[src/rtl/clock_set_ctrl_pkg.sv]
// clock_pkg: shared mode encoding, field limits and field type for the MM:SS controller.
package clock_pkg;
    typedef enum logic [1:0] {RUN = 2'd0, SET_MIN = 2'd1, SET_SEC = 2'd2} mode_t;
    localparam int MAX_SEC = 59;
    localparam int MAX_MIN = 59;
    typedef logic [5:0] time_field_t;
endpackage

[src/rtl/clock_set_ctrl_if.sv]
// clock_set_ctrl_if: button pulses in, time/mode/blink/tick status out.
interface clock_set_ctrl_if;
    import clock_pkg::*;
    logic        btn_mode;
    logic        btn_inc;
    logic        btn_dec;
    time_field_t seconds;
    time_field_t minutes;
    logic [1:0]  mode;
    logic        blink;
    logic        sec_tick;
    modport master (output btn_mode, btn_inc, btn_dec, input seconds, minutes, mode, blink, sec_tick);
    modport slave  (input btn_mode, btn_inc, btn_dec, output seconds, minutes, mode, blink, sec_tick);
endinterface

[src/rtl/clock_set_ctrl_time_counter.sv]
// time_counter: mod-(MAX+1) 6-bit field with inc/dec; simultaneous inc and dec cancel.
module time_counter
    import clock_pkg::*;
#(
    parameter int MAX = 59
) (
    input  logic        clk,
    input  logic        reset,
    input  logic        i_inc,
    input  logic        i_dec,
    output time_field_t o_value,
    output logic        o_carry
);
    time_field_t r_value;
    logic        w_up;
    logic        w_dn;
    logic        w_at_max;
    assign w_up     = i_inc & ~i_dec;
    assign w_dn     = i_dec & ~i_inc;
    assign w_at_max = r_value == time_field_t'(MAX);
    assign o_carry  = w_up & w_at_max;
    assign o_value  = r_value;
    always_ff @(posedge clk) begin
        if (reset)     r_value <= '0;
        else if (w_up) r_value <= w_at_max ? '0 : r_value + 6'd1;
        else if (w_dn) r_value <= (r_value == '0) ? time_field_t'(MAX) : r_value - 6'd1;
    end
endmodule

[src/rtl/clock_set_ctrl.sv]
// clock_set_ctrl: 1 s prescaler, RUN/SET_MIN/SET_SEC sequencing and MM:SS time registers.
module clock_set_ctrl
    import clock_pkg::*;
#(
    parameter int CLK_DIV = 100
) (
    input  logic             clk,
    input  logic             reset,
    clock_set_ctrl_if.slave  bus
);
    localparam int         DIV_W     = $clog2(CLK_DIV);
    localparam logic [1:0] S_RUN     = RUN;
    localparam logic [1:0] S_SET_MIN = SET_MIN;
    localparam logic [1:0] S_SET_SEC = SET_SEC;
    logic [DIV_W-1:0] r_div;
    logic [1:0]       r_mode;
    logic [1:0]       w_mode_nxt;
    logic             r_blink;
    logic             w_tick;
    logic             w_resync;
    logic             w_sec_carry;
    logic             w_min_carry;
    assign w_tick   = r_div == DIV_W'(CLK_DIV - 1);
    // leaving SET_SEC restarts the second so the first RUN tick is a full period away
    assign w_resync = bus.btn_mode & (r_mode == S_SET_SEC);
    always_comb begin
        w_mode_nxt = !bus.btn_mode      ? r_mode    :
                     r_mode == S_RUN     ? S_SET_MIN :
                     r_mode == S_SET_MIN ? S_SET_SEC : S_RUN;
    end
    always_ff @(posedge clk) begin
        if (reset) begin
            r_div   <= '0;
            r_mode  <= S_RUN;
            r_blink <= 1'b0;
        end else begin
            r_div   <= (w_tick | w_resync) ? '0 : r_div + DIV_W'(1);
            r_mode  <= w_mode_nxt;
            r_blink <= (w_mode_nxt == S_RUN) ? 1'b0 : r_blink ^ (w_tick & (r_mode != S_RUN));
        end
    end
    time_counter #(.MAX(MAX_SEC)) u_sec (
        .clk     (clk),
        .reset   (reset),
        .i_inc   (((r_mode == S_RUN) & w_tick) | ((r_mode == S_SET_SEC) & bus.btn_inc)),
        .i_dec   ((r_mode == S_SET_SEC) & bus.btn_dec),
        .o_value (bus.seconds),
        .o_carry (w_sec_carry)
    );
    time_counter #(.MAX(MAX_MIN)) u_min (
        .clk     (clk),
        .reset   (reset),
        .i_inc   (((r_mode == S_RUN) & w_sec_carry) | ((r_mode == S_SET_MIN) & bus.btn_inc)),
        .i_dec   ((r_mode == S_SET_MIN) & bus.btn_dec),
        .o_value (bus.minutes),
        .o_carry (w_min_carry)
    );
    assign bus.mode     = r_mode;
    assign bus.blink    = r_blink;
    assign bus.sec_tick = w_tick;
    logic w_unused;
    assign w_unused = w_min_carry;
endmodule

[src/flat_wrapper.sv]
// flat-port wrapper written by rule: the top's interface ports become plain ports
module clock_set_ctrl_flat import clock_pkg::*;
#(
    parameter int CLK_DIV = 100
)
  (clk, reset, bus_btn_mode, bus_btn_inc, bus_btn_dec, bus_seconds, bus_minutes, bus_mode, bus_blink, bus_sec_tick);
  clock_set_ctrl_if bus_i ();
  input  logic clk;
  input  logic reset;
  input wire logic [$bits(bus_i.btn_mode)-1:0] bus_btn_mode;
  input wire logic [$bits(bus_i.btn_inc)-1:0] bus_btn_inc;
  input wire logic [$bits(bus_i.btn_dec)-1:0] bus_btn_dec;
  output wire logic [$bits(bus_i.seconds)-1:0] bus_seconds;
  output wire logic [$bits(bus_i.minutes)-1:0] bus_minutes;
  output wire logic [$bits(bus_i.mode)-1:0] bus_mode;
  output wire logic [$bits(bus_i.blink)-1:0] bus_blink;
  output wire logic [$bits(bus_i.sec_tick)-1:0] bus_sec_tick;
  assign bus_i.btn_mode = bus_btn_mode;
  assign bus_i.btn_inc = bus_btn_inc;
  assign bus_i.btn_dec = bus_btn_dec;
  assign bus_seconds = bus_i.seconds;
  assign bus_minutes = bus_i.minutes;
  assign bus_mode = bus_i.mode;
  assign bus_blink = bus_i.blink;
  assign bus_sec_tick = bus_i.sec_tick;
  clock_set_ctrl #(.CLK_DIV(CLK_DIV)) u_core (.clk(clk), .reset(reset), .bus(bus_i));
endmodule
[config.mk]
export PLATFORM = sky130hd
export DESIGN_NAME = clock_set_ctrl_flat
export DESIGN_NICKNAME = d
export VERILOG_FILES = /design/src/rtl/clock_set_ctrl_pkg.sv /design/src/rtl/clock_set_ctrl_if.sv /design/src/rtl/clock_set_ctrl_time_counter.sv /design/src/rtl/clock_set_ctrl.sv /design/src/flat_wrapper.sv
export SDC_FILE = /design/constraint.sdc
export NUM_CORES = 1
export LEC_CHECK = 0
export BUFFER_PORTS_ARGS = -buffer_cell sky130_fd_sc_hd__buf_2
export CORE_ASPECT_RATIO = 2
export CORE_UTILIZATION = 40
export CTS_CLUSTER_SIZE = 40
export DETAILED_ROUTE_END_ITERATION = 6
export GPL_TIMING_DRIVEN = 0
export PLACE_DENSITY = 0.56
export SKIP_CTS_REPAIR_TIMING = 1
export SKIP_LAST_GASP = 1
export SLEW_MARGIN = 20
export SYNTH_ARGS = -nofsm -noshare
export SYNTH_HDL_FRONTEND = slang
export SYNTH_SLANG_ARGS = --single-unit
[constraint.sdc]
create_clock -name clk -period 6.66 [get_ports clk]
set_input_delay 0.666 -clock clk [delete_from_list [all_inputs] [get_ports clk]]
set_output_delay 0.666 -clock clk [all_outputs]
set_load 0.1 [all_outputs]
; After elaboration in Yosys (flattened, before gate mapping)
; Index checks and enable logic that the tools add are counted.
[word_totals]
ff_bits = 22
input_bits = 5
out_inout_bits = 16
wordCells = 56
[classes]
addsub = 5
n_eq_ne = 5
muxes = 11
bitwise_logic = 21
reduce_logical = 9
[ops]
columns = operator, n
row1 = 6-bit 2-to-1 mux, 8
row2 = 1-bit bitwise AND, 13
row3 = "6-bit by 1-bit adder with 6-bit output, second input constant", 2
row4 = "6-bit equality test, second input constant", 2
row5 = 6-bit zero test, 2
row6 = "6-bit by 1-bit subtractor with 6-bit output, second input constant", 2
row7 = "7-bit by 1-bit adder with 7-bit output, second input constant", 1
row8 = "7-bit equality test, second input constant", 1
row9 = 2-bit 2-to-1 mux, 3
row10 = 2-bit nonzero test, 3
row11 = 2-bit zero test, 2
row12 = 1-bit NOT, 4
row13 = 2-bit OR reduction, 2
row14 = 1-bit bitwise OR, 3
row15 = "2-bit by 1-bit equality test with 1-bit output, second input constant", 1
row16 = "2-bit equality test, second input constant", 1
row17 = 1-bit bitwise XOR, 1

; Logic depth before layout (Yosys ltp)
; Gate-level depths: netlist (run 1).
[depth]
word_depth = 11
depth_mapped = 16
depth_no_buf = 15

; Hierarchy
; Synthesis (run 1) repeated with hierarchy kept, for this count alone.
[unflattened]
cells_unflattened = 192
hier_area_um2 = 1572.8
[by_module_without_submodules]
columns = mod, instances, cells_each, area_per_inst_um2
row1 = time_counter, 2, 68, 541.8
row2 = clock_set_ctrl, 1, 56, 489.2

; Worst setup path before layout (run 1)
; OpenSTA, ideal clock, no wires.
[synth_path]
path_kind = register to register
start = reg u_core.r_div[0]
end = reg u_core.u_min.r_value[5], in the netlist u_core.u_min.o_value[5]
setup_time_ps = 114
t_arrival_ps = 5657
t_required_ps = 6546
path_slack_ps = 889
stages_incl_launch_ff = 16
period_less_slack_ps = 5771
path_cell_list = dfxtp_1 > ha_1 > nand2_1 > nor4_1 > mux2i_1 > nor2_1 > ha_1 > and2_1 > nand2_1 > o21ai_0 > nor2b_1 > ha_1 > clkbuf_1 > inv_1 > o211a_1 > a2111oi_0
[synth_between]
elab_chain_len = 10
word_cells_on_any_way = 12
classes_between = eq/ne: 1 / mux: 1 / bitwise: 9 / reduce/logical: 1
[synth_lines]
columns = item, line
row1 = from (decl), clock_set_ctrl.sv:15  ; logic [DIV_W-1:0] r_div;
row2 = from (signal assigned), clock_set_ctrl.sv:37  ; r_div <= (w_tick | w_resync) ? '0 : r_div + DIV_W'(1);
row3 = 7-bit equality test (*), clock_set_ctrl.sv:23  ; assign w_tick = r_div == DIV_W'(CLK_DIV - 1);
row4 = net bus_sec_tick, flat_wrapper.sv:17  ; output wire logic [$bits(bus_i.sec_tick)-1:0] bus_sec_tick;
row5 = 1-bit bitwise AND (*), clock_set_ctrl.sv:45  ; .i_inc (((r_mode == S_RUN) & w_tick) | ((r_mode == S_SET_SEC) & bus.btn_inc)),
row6 = 1-bit bitwise OR (*), clock_set_ctrl.sv:45
row7 = 1-bit bitwise AND (*), clock_set_ctrl_time_counter.sv:18  ; assign w_up = i_inc & ~i_dec;
row8 = 1-bit bitwise AND (*), clock_set_ctrl_time_counter.sv:21  ; assign o_carry = w_up & w_at_max;
row9 = 1-bit bitwise AND (*), clock_set_ctrl.sv:53  ; .i_inc (((r_mode == S_RUN) & w_sec_carry) | ((r_mode == S_SET_MIN) & bus.btn_inc)),
row10 = 1-bit bitwise OR (*), clock_set_ctrl.sv:53
row11 = 1-bit NOT, clock_set_ctrl_time_counter.sv:19  ; assign w_dn = i_dec & ~i_inc;
row12 = 1-bit bitwise AND, clock_set_ctrl_time_counter.sv:19
row13 = 2-bit nonzero test (no line), -
row14 = to (signal assigned), clock_set_ctrl_time_counter.sv:25  ; else if (w_up) r_value <= w_at_max ? '0 : r_value + 6'd1;
row15 = to (signal assigned), clock_set_ctrl_time_counter.sv:26  ; else if (w_dn) r_value <= (r_value == '0) ? time_field_t'(MAX) : r_value - 6'd1;
row16 = to (decl), clock_set_ctrl_time_counter.sv:14  ; time_field_t r_value;
; Mark *: on every way through the listed nets, which the timed path passes. The rest lies on a longest branch.
; A chain may end at the register's enable or synchronous reset.

; Final worst setup path (run 1)
[layout_path]
start = reg u_core.r_div[0]
end = reg u_core.u_min.r_value[5], in the netlist u_core.u_min.o_value[5]
[layout_between]
elab_chain_len = 10
word_cells_on_any_way = 12
classes_between = eq/ne: 1 / mux: 1 / bitwise: 9 / reduce/logical: 1
[layout_lines]
columns = item, line
row1 = 7-bit equality test (*), clock_set_ctrl.sv:23
row2 = 1-bit bitwise AND (*), clock_set_ctrl.sv:45
row3 = 1-bit bitwise OR (*), clock_set_ctrl.sv:45
row4 = 1-bit bitwise AND (*), clock_set_ctrl_time_counter.sv:18
row5 = 1-bit bitwise AND (*), clock_set_ctrl_time_counter.sv:21
row6 = 1-bit bitwise AND (*), clock_set_ctrl.sv:53
row7 = 1-bit bitwise OR (*), clock_set_ctrl.sv:53
row8 = 1-bit NOT, clock_set_ctrl_time_counter.sv:19
row9 = 1-bit bitwise AND, clock_set_ctrl_time_counter.sv:19
row10 = 2-bit nonzero test (no line), -
; Mark *: on every way between the ends. The rest lies on a longest branch, timed or not.

==> metrics, run 1 <==
initial antenna violation count 0; Detail Route Antenna Nets 0; CTS Root Cell clkbuf_8; worst reg2reg path startpoint u_core.r_div[0]; cell count of the worst hold path 1; PwrDens between 200 and 300 nW/um^2; fin cells around 260; largest net degree at the start of global routing 14; Total Wirelength roughly 3700 um; input/output buffers 20; Die Wd around 45 um; Crit-path slowest cell nor4_1; crit path buf inv count 2; CTS buffer count 3; hpwl dp between 2000 and 3000 um; RSZ-0062 raised after global routing false; worst-path fanout max 10; Critical path origin u_core.r_div[0]; DRC viols 0; Reg-to-Reg End u_core.u_min.o_value[5]; Post-synth EDFFs 0; fillers 362; drt first pass iters 4; via count around 1,500; Leak around 0.70 nW; die area about 4000 sq um; I/O Pins 21; pre-CTS WS 3150 ps; gpl congestion roughly 0.90; vias per cell ~5.7; Hold WC Path Type reg -> reg; Synth Flop Type dfxtp_1; vias in the first global route roughly 1,400; CTS H-tree depth 1; drt initial violations 34; setup slack, reg-to-reg a little over 3000 ps; CP cell instances ha_1, nand2_1, nor4_1, mux2i_1, nor2_1, ha_1, and2_1, nand2_1, o21ai_0, nor2b_1, ha_1, clkbuf_1, inv_1, o211a_1, a2111oi_0; Placed Cells between 200 and 300; die height around 88 um; Final Hold Fails 0; post-synth top area cell dfxtp_1; largest family of logic cells by synthesized area simple AND/OR/NAND/NOR gates; Slew @ Worst Pin 507 ps; Setup violations, final 0; grt total ovfl 0; Fmax approximately 280 MHz; area occupied by multi-input gates between 900 and 1000 sq um; Hold Path Sink u_core.r_div[0]; CTS tree built; Post-Synth Simple-Gate Area a little over a quarter; first-pass GRT wire length about 6200 um; WP data arrival 3700 ps; Cells after Synth 184; Wirelength per Cell around 15 um; cell family with most CP delay simple AND/OR/NAND/NOR gates; critical path class reg -> reg; FF/Latch Area roughly 440 sq um; Max Slew Vio Count 0; Final period util about 53%; Async SR Flop Fraction 0%; setup tns final 0 ps; Synth Area in Adders 7.61%; status finished clean; maxcap violations 0; Worst setup EP type flip-flop; Reg clk slew, reported paths about 80 ps; clk_skew about 3.1 ps; Crit path largest cell delay approximately 400 ps; layout cells sized above 1 between 10% and 20%; R2R depth 15; total track usage a little over a fifth; Post-Syn Area 1480 sq um; share of the synthesized area in the top cell type between 20% and 30%; P&R area growth vs syn 15.7%; Synth Register Bits 22; Synth Area per Inst approximately 8 sq um; Final WS setup around 3100 ps; crit start category flip-flop; unique cell type count in the Yosys netlist 45; Post-Synth XOR/XNOR Area approximately 5.3%; Tmin final 3550 ps; Seq/Total Area, Yosys 29.8%; syn_nets slightly below 200; main area contributors after synthesis dfxtp_1, ha_1, nor2_1; synth warn 0; clk_lat worst skew ~270 ps; Max clock buf depth 2; multiplexer share of the synthesized area 2.03%; post-synthesis compound-gate area fraction ~22%; hold path startpoint u_core.r_div[0]; VDD IR-drop max between 100 and 150 uV; worst path required time a little under 7000 ps; antenna cell count 0; number of clock sinks 22; initial core utilization 42.8%; most used cell, CP ha_1; Core Region between 3000 and 4000 sq um; Rel. slew slack 65.9%; Final Net Count approximately 220; Row Count 30
-- final cells by class --
type | instances | share of cell area [%]
inverter | 11 | 2.41
clock inverter | 1 | 1.76
clock buffer | 3 | 2.41
timing repair buffer | 20 | 5.85
multi-input combinational | 140 | 55.2
sequential | 22 | 25.7
tap | 48 | 3.51
buffer | 11 | 3.07
-- cell families after synthesis --
logic type               Yosys count
AND/OR/NAND/NOR                   74
AO/OA/AOI/OAI                     45
buffers and inverters             22
flip-flops                        22
XOR/XNOR                           9
adder cells (fa/ha/maj)            9
multiplexers                       3
-- routing by layer --
layer / routed length, um / global-route usage, %
met2: 2110 / 39.3
met3: 130 / 1.24
met5: 0 / 0
met1: 1360 / 21.8
met4: 111 / 11.3
-- synthesized netlist by cell type (all sizes together) (4+ instances only) --
library cell / count
dfxtp: 22
a31oi: 5
nor2b: 8
nand2: 13
ha: 9
nor2: 23
nand3: 4
buf: 4
xor2: 4
clkbuf: 7
o21ai: 9
a21oi: 5
xnor2: 5
inv: 11
nand4: 4
-- placed cells by master (no fill, tap or decap), types with 2 or more instances in the layout --
cell type  count
nor2_1        23
buf_2         23
mux2i_1        3
clkbuf_8       3
a311oi_1       3
nor2b_1        8
dfxtp_1       22
ha_1           9
nand3_1        4
xor2_1         4
inv_1         11
a211o_1        2
nand4_1        4
nand2b_1       3
a31oi_1        5
and3_1         3
a21oi_1        5
xnor2_1        5
a211oi_1       3
nor4_1         2
nand2_1       13
a221oi_1       3
and2_1         3
a41oi_1        2
o21ai_0        9
nor4b_1        3
nor3b_1        2
clkbuf_1       7
a2111oi_0      3
-- flip-flops by register name, summed over array words and instances, names as in the netlist --
| register | flops |
|---|---|
| u_core.r_div | 7 |
| u_core.u_min.o_value | 6 |
| u_core.u_sec.o_value | 6 |
| u_core.bus.mode | 2 |
| u_core.bus.blink | 1 |
-- metrics by stage --
| step | hold slack (ps) | area (sq um) | util (%) | power, mW |
|---|---|---|---|---|
| after detailed placement | 431 | 1640 | 47.5 | 0.314 |
| after global placement | 422 | 1640 | 47.5 | 0.312 |
| final | 441 | 1710 | 49.5 | 0.439 |
| after floorplan | 413 | 1480 | - | 0.284 |
| after global routing | 489 | 1710 | 49.5 | 0.458 |
| after CTS | 443 | 1710 | 49.5 | 0.442 |
-- worst max path at each step --
stage / endpoint / slack (ps) / cells after the start
2_1_floorplan: u_core.u_min.o_value[5] / 890 / 15
3_3_place_gp: u_core.u_min.o_value[5] / 3230 / 15
3_5_place_dp: u_core.u_min.o_value[5] / 3150 / 15
4_1_cts: u_core.u_min.o_value[5] / 3110 / 15
5_1_grt: u_core.u_min.o_value[5] / 2590 / 15
6_report: u_core.u_min.o_value[5] / 3110 / 15
-- power by group --
part,leakage [nW],switching (mW),total (mW),internal [mW]
clock network,0.0357,0.0471,0.127,0.0804
registers,0.179,0.0111,0.152,0.141
logic,0.486,0.114,0.159,0.0452
total,0.701,0.172,0.439,0.267
Note: power is estimated with default switching activity, not from simulation.
==> run 2, diff against run 1 <==
--- a/config.mk
+++ b/config.mk
@@ -5,13 +5,14 @@
 export SDC_FILE = /design/constraint.sdc
 export NUM_CORES = 1
 export LEC_CHECK = 0
+export ABC_AREA = 1
 export BUFFER_PORTS_ARGS = -buffer_cell sky130_fd_sc_hd__buf_2
 export CORE_ASPECT_RATIO = 2
 export CORE_UTILIZATION = 40
 export CTS_CLUSTER_SIZE = 40
 export DETAILED_ROUTE_END_ITERATION = 6
 export GPL_TIMING_DRIVEN = 0
-export PLACE_DENSITY = 0.56
+export PLACE_DENSITY = 0.58
 export SKIP_CTS_REPAIR_TIMING = 1
 export SKIP_LAST_GASP = 1
 export SLEW_MARGIN = 20
==> constraint.sdc (replaced) <==
create_clock -name clk -period 3.2 [get_ports clk]
set_input_delay 0.32 -clock clk [delete_from_list [all_inputs] [get_ports clk]]
set_output_delay 0.32 -clock clk [all_outputs]
set_load 0.1 [all_outputs]
==> run 2 against run 1 <==
  * Area after synthesis is 4.1% higher
  * Via count is 4.8% higher
  * Worst hold slack worse by 140 ps
  * Sequential cell count stayed put
  * Sequential power is 110% higher
  * Non-clock buffer count is 8 lower
  * Critical path type unchanged
  * Largest power group unchanged
==> metrics, run 2 <==
Rel. slew slack 67.9% (+2.0 points); Post-Syn Area 1540 sq um (+4.1%); Die Wd 45.9 um (+1.9%); Final Net Count 268 (+20%); via count 1,525 (+4.8%); Total Wirelength 3650 um (-1.6%); first-pass GRT wire length 6230 um (+0.32%); CTS tree built; Tmin final 2690 ps (-857 ps); fillers 416 (+15%); largest net degree at the start of global routing 14 (unchanged); Worst setup EP type flip-flop; top post-synthesis cells by count nand2_1, inv_1, nand3_1, dfxtp_1, a21oi_1; drt initial violations 23 (-32%); most frequent cell after synthesis nand2_1; input/output buffers 19 (-5.0%); I/O Pins 21 (unchanged); CTS H-tree depth 1 (unchanged); maxcap violations 0 (unchanged); initial core utilization 42.2% (-0.62 points); synth warn 0 (unchanged); vias per cell 5.05 (-11%); Final Hold Fails 0 (unchanged); Max Slew Vio Count 0 (unchanged); R2R depth 15 (unchanged); worst reg2reg path startpoint u_core.r_div[0]; Async SR Flop Fraction 0% (unchanged); worst-path fanout max 5 (-5); max FFs per register 7 (unchanged); P&R area growth vs syn 14.8%; unique cell type count in the Yosys netlist 26 (-42%); Max clock buf depth 2 (unchanged); hold path startpoint bus_btn_mode; largest family of logic cells by synthesized area simple AND/OR/NAND/NOR gates; most common cell after layout, fill and taps aside nand2_1; Leak 0.854 nW (+22%); CTS buffer count 3 (unchanged); total track usage 20.1% (-0.86 points); setup tns final 0 ps (unchanged); Hold Path Sink u_core.bus.mode[0]; clk_lat worst skew 260 ps (about the same); area occupied by multi-input gates 915 sq um (-3.2%); syn_nets 244 (+23%); FF/Latch Area 440 sq um (unchanged); share of the synthesized area in the top cell type 28.6% (-1.2 points); commonest cells after routing, fill and taps aside nand2_1, inv_1, nand3_1; Setup violations, final 0 (unchanged); grt total ovfl 0 (unchanged); antenna cell count 0 (unchanged); number of clock sinks 22 (unchanged); layout cells sized above 1 15.8% (+1.4 points); Final period util 84.2% (+31 points); Row Count 31 (+3.3%); RSZ-0062 raised after global routing false; Post-synth EDFFs 0 (unchanged); vias in the first global route 1,400 (+1.3%); VDD IR-drop max 335 uV (+140%); Detail Route Antenna Nets 0 (unchanged); Reg clk slew, reported paths 80 ps (about the same); Post-Synth Simple-Gate Area 34.2% (+7.5 points); Synth Register Bits 22 (unchanged); die area 4110 sq um (+3.9%); Largest Register u_core.r_div; main area contributors after synthesis dfxtp_1, nand2_1, nand3_1; Slew @ Worst Pin 485 ps (-21.7 ps); Reg-to-Reg End u_core.u_min.o_value[5]; Hold WC Path Type in -> reg; post-synthesis compound-gate area fraction 11.6% (-11 points); Synth Flop Type dfxtp_1; Synth Area in Adders 7.32% (-0.30 points); Post-Synth XOR/XNOR Area 6.26% (+0.93 points); clk_skew 5.05 ps (+1.93 ps); hpwl dp 2970 um (+3.5%); setup slack, reg-to-reg 510 ps (-2600 ps); PwrDens 531 nW/um^2 (+110%); WP data arrival 2920 ps (-780 ps); Wirelength per Cell 12.1 um (-17%); initial antenna violation count 0 (unchanged); Fmax 371 MHz (+32%); drt first pass iters 4 (unchanged); status finished clean; gpl congestion 0.794 (-11%); die height 89.7 um (+2.0%); critical path class reg -> reg; Cells after Synth 230 (+25%); Synth Area per Inst 6.69 sq um (-17%); worst path required time 3420 ps (-3390 ps); multiplexer share of the synthesized area 0% (-2.0 points); Pwr Total 0.937 mW (+110%); post-synth top area cell dfxtp_1; DRC viols 0 (unchanged); Core Region 3650 sq um (+5.6%); CTS Root Cell clkbuf_8; crit start category flip-flop; cell count of the worst hold path 2 (+1); Seq/Total Area, Yosys 28.6% (-1.2 points)
-- run 2: layout make-up --
type | instances | area share (%)
repair buffers | 19 | 5.38
inverters | 37 | 8.07
flip-flops and latches | 22 | 24.9
well taps | 49 | 3.47
multi-input cells | 167 | 51.8
plain buffers | 4 | 2.34
clock inverters | 1 | 1.70
clock buffers | 3 | 2.34
-- run 2: critical path, stage by stage (launching register included) --
cell and delay, ps:
dfxtp_1 370, ha_1 190, nand2_1 90, nor3_2 200, nand2_2 130, o21ai_0 190
ha_1 320, nand2_1 120, o21ai_0 170, ha_1 240, inv_1 130, nor2_2 220
nand3_1 90, nand3_1 90, nand2_1 50, inv_1 40
-- run 2: how the worst max path moves through the flow --
stage	end	slack [ps]	depth (start not counted)	startpoint
global route	u_core.u_min.o_value[5]	130	15	u_core.r_div[0]
CTS	u_core.u_min.o_value[5]	450	15	u_core.r_div[0]
finish	u_core.u_min.o_value[5]	510	15	u_core.r_div[0]
floorplan	u_core.u_min.o_value[4]	540	10	u_core.bus.mode[1]
global placement	u_core.u_min.o_value[5]	510	15	u_core.r_div[0]
detailed placement	u_core.u_min.o_value[5]	500	15	u_core.r_div[0]
-- run 2: logic make-up after synthesis --
kind of cell | Yosys count
flops | 22
buf+inv | 41
compound gates | 35
fa+ha+maj | 9
simple gates | 112
xor+xnor | 11
-- run 2: metrics by stage --
stage | utilization [%] | worst slack (ps) | hold slack, ps | instance area (sq um) | instances
2_1_floorplan | - | 544 | 418 | 1540 | 230
3_3_place_gp | 46.5 | 512 | 433 | 1700 | 298
3_5_place_dp | 46.5 | 500 | 454 | 1700 | 298
4_1_cts | 48.5 | 452 | 297 | 1770 | 302
5_1_grt | 48.5 | 130 | 320 | 1770 | 302
6_report | 48.5 | 505 | 302 | 1770 | 302
-- run 2: metal layers --
metal | track usage [%] | part of all wire (%)
met1 | 19.0 | 36
met2 | 38.1 | 59
met4 | 10.0 | 3.3
met5 | 0 | 0
met3 | 2.01 | 1.6
-- run 2: where the power goes --
part	switching [mW]	total (mW)	leakage, nW	internal [mW]
logic	0.258	0.353	0.638	0.0946
clock network	0.0947	0.262	0.0357	0.167
registers	0.0283	0.323	0.180	0.295
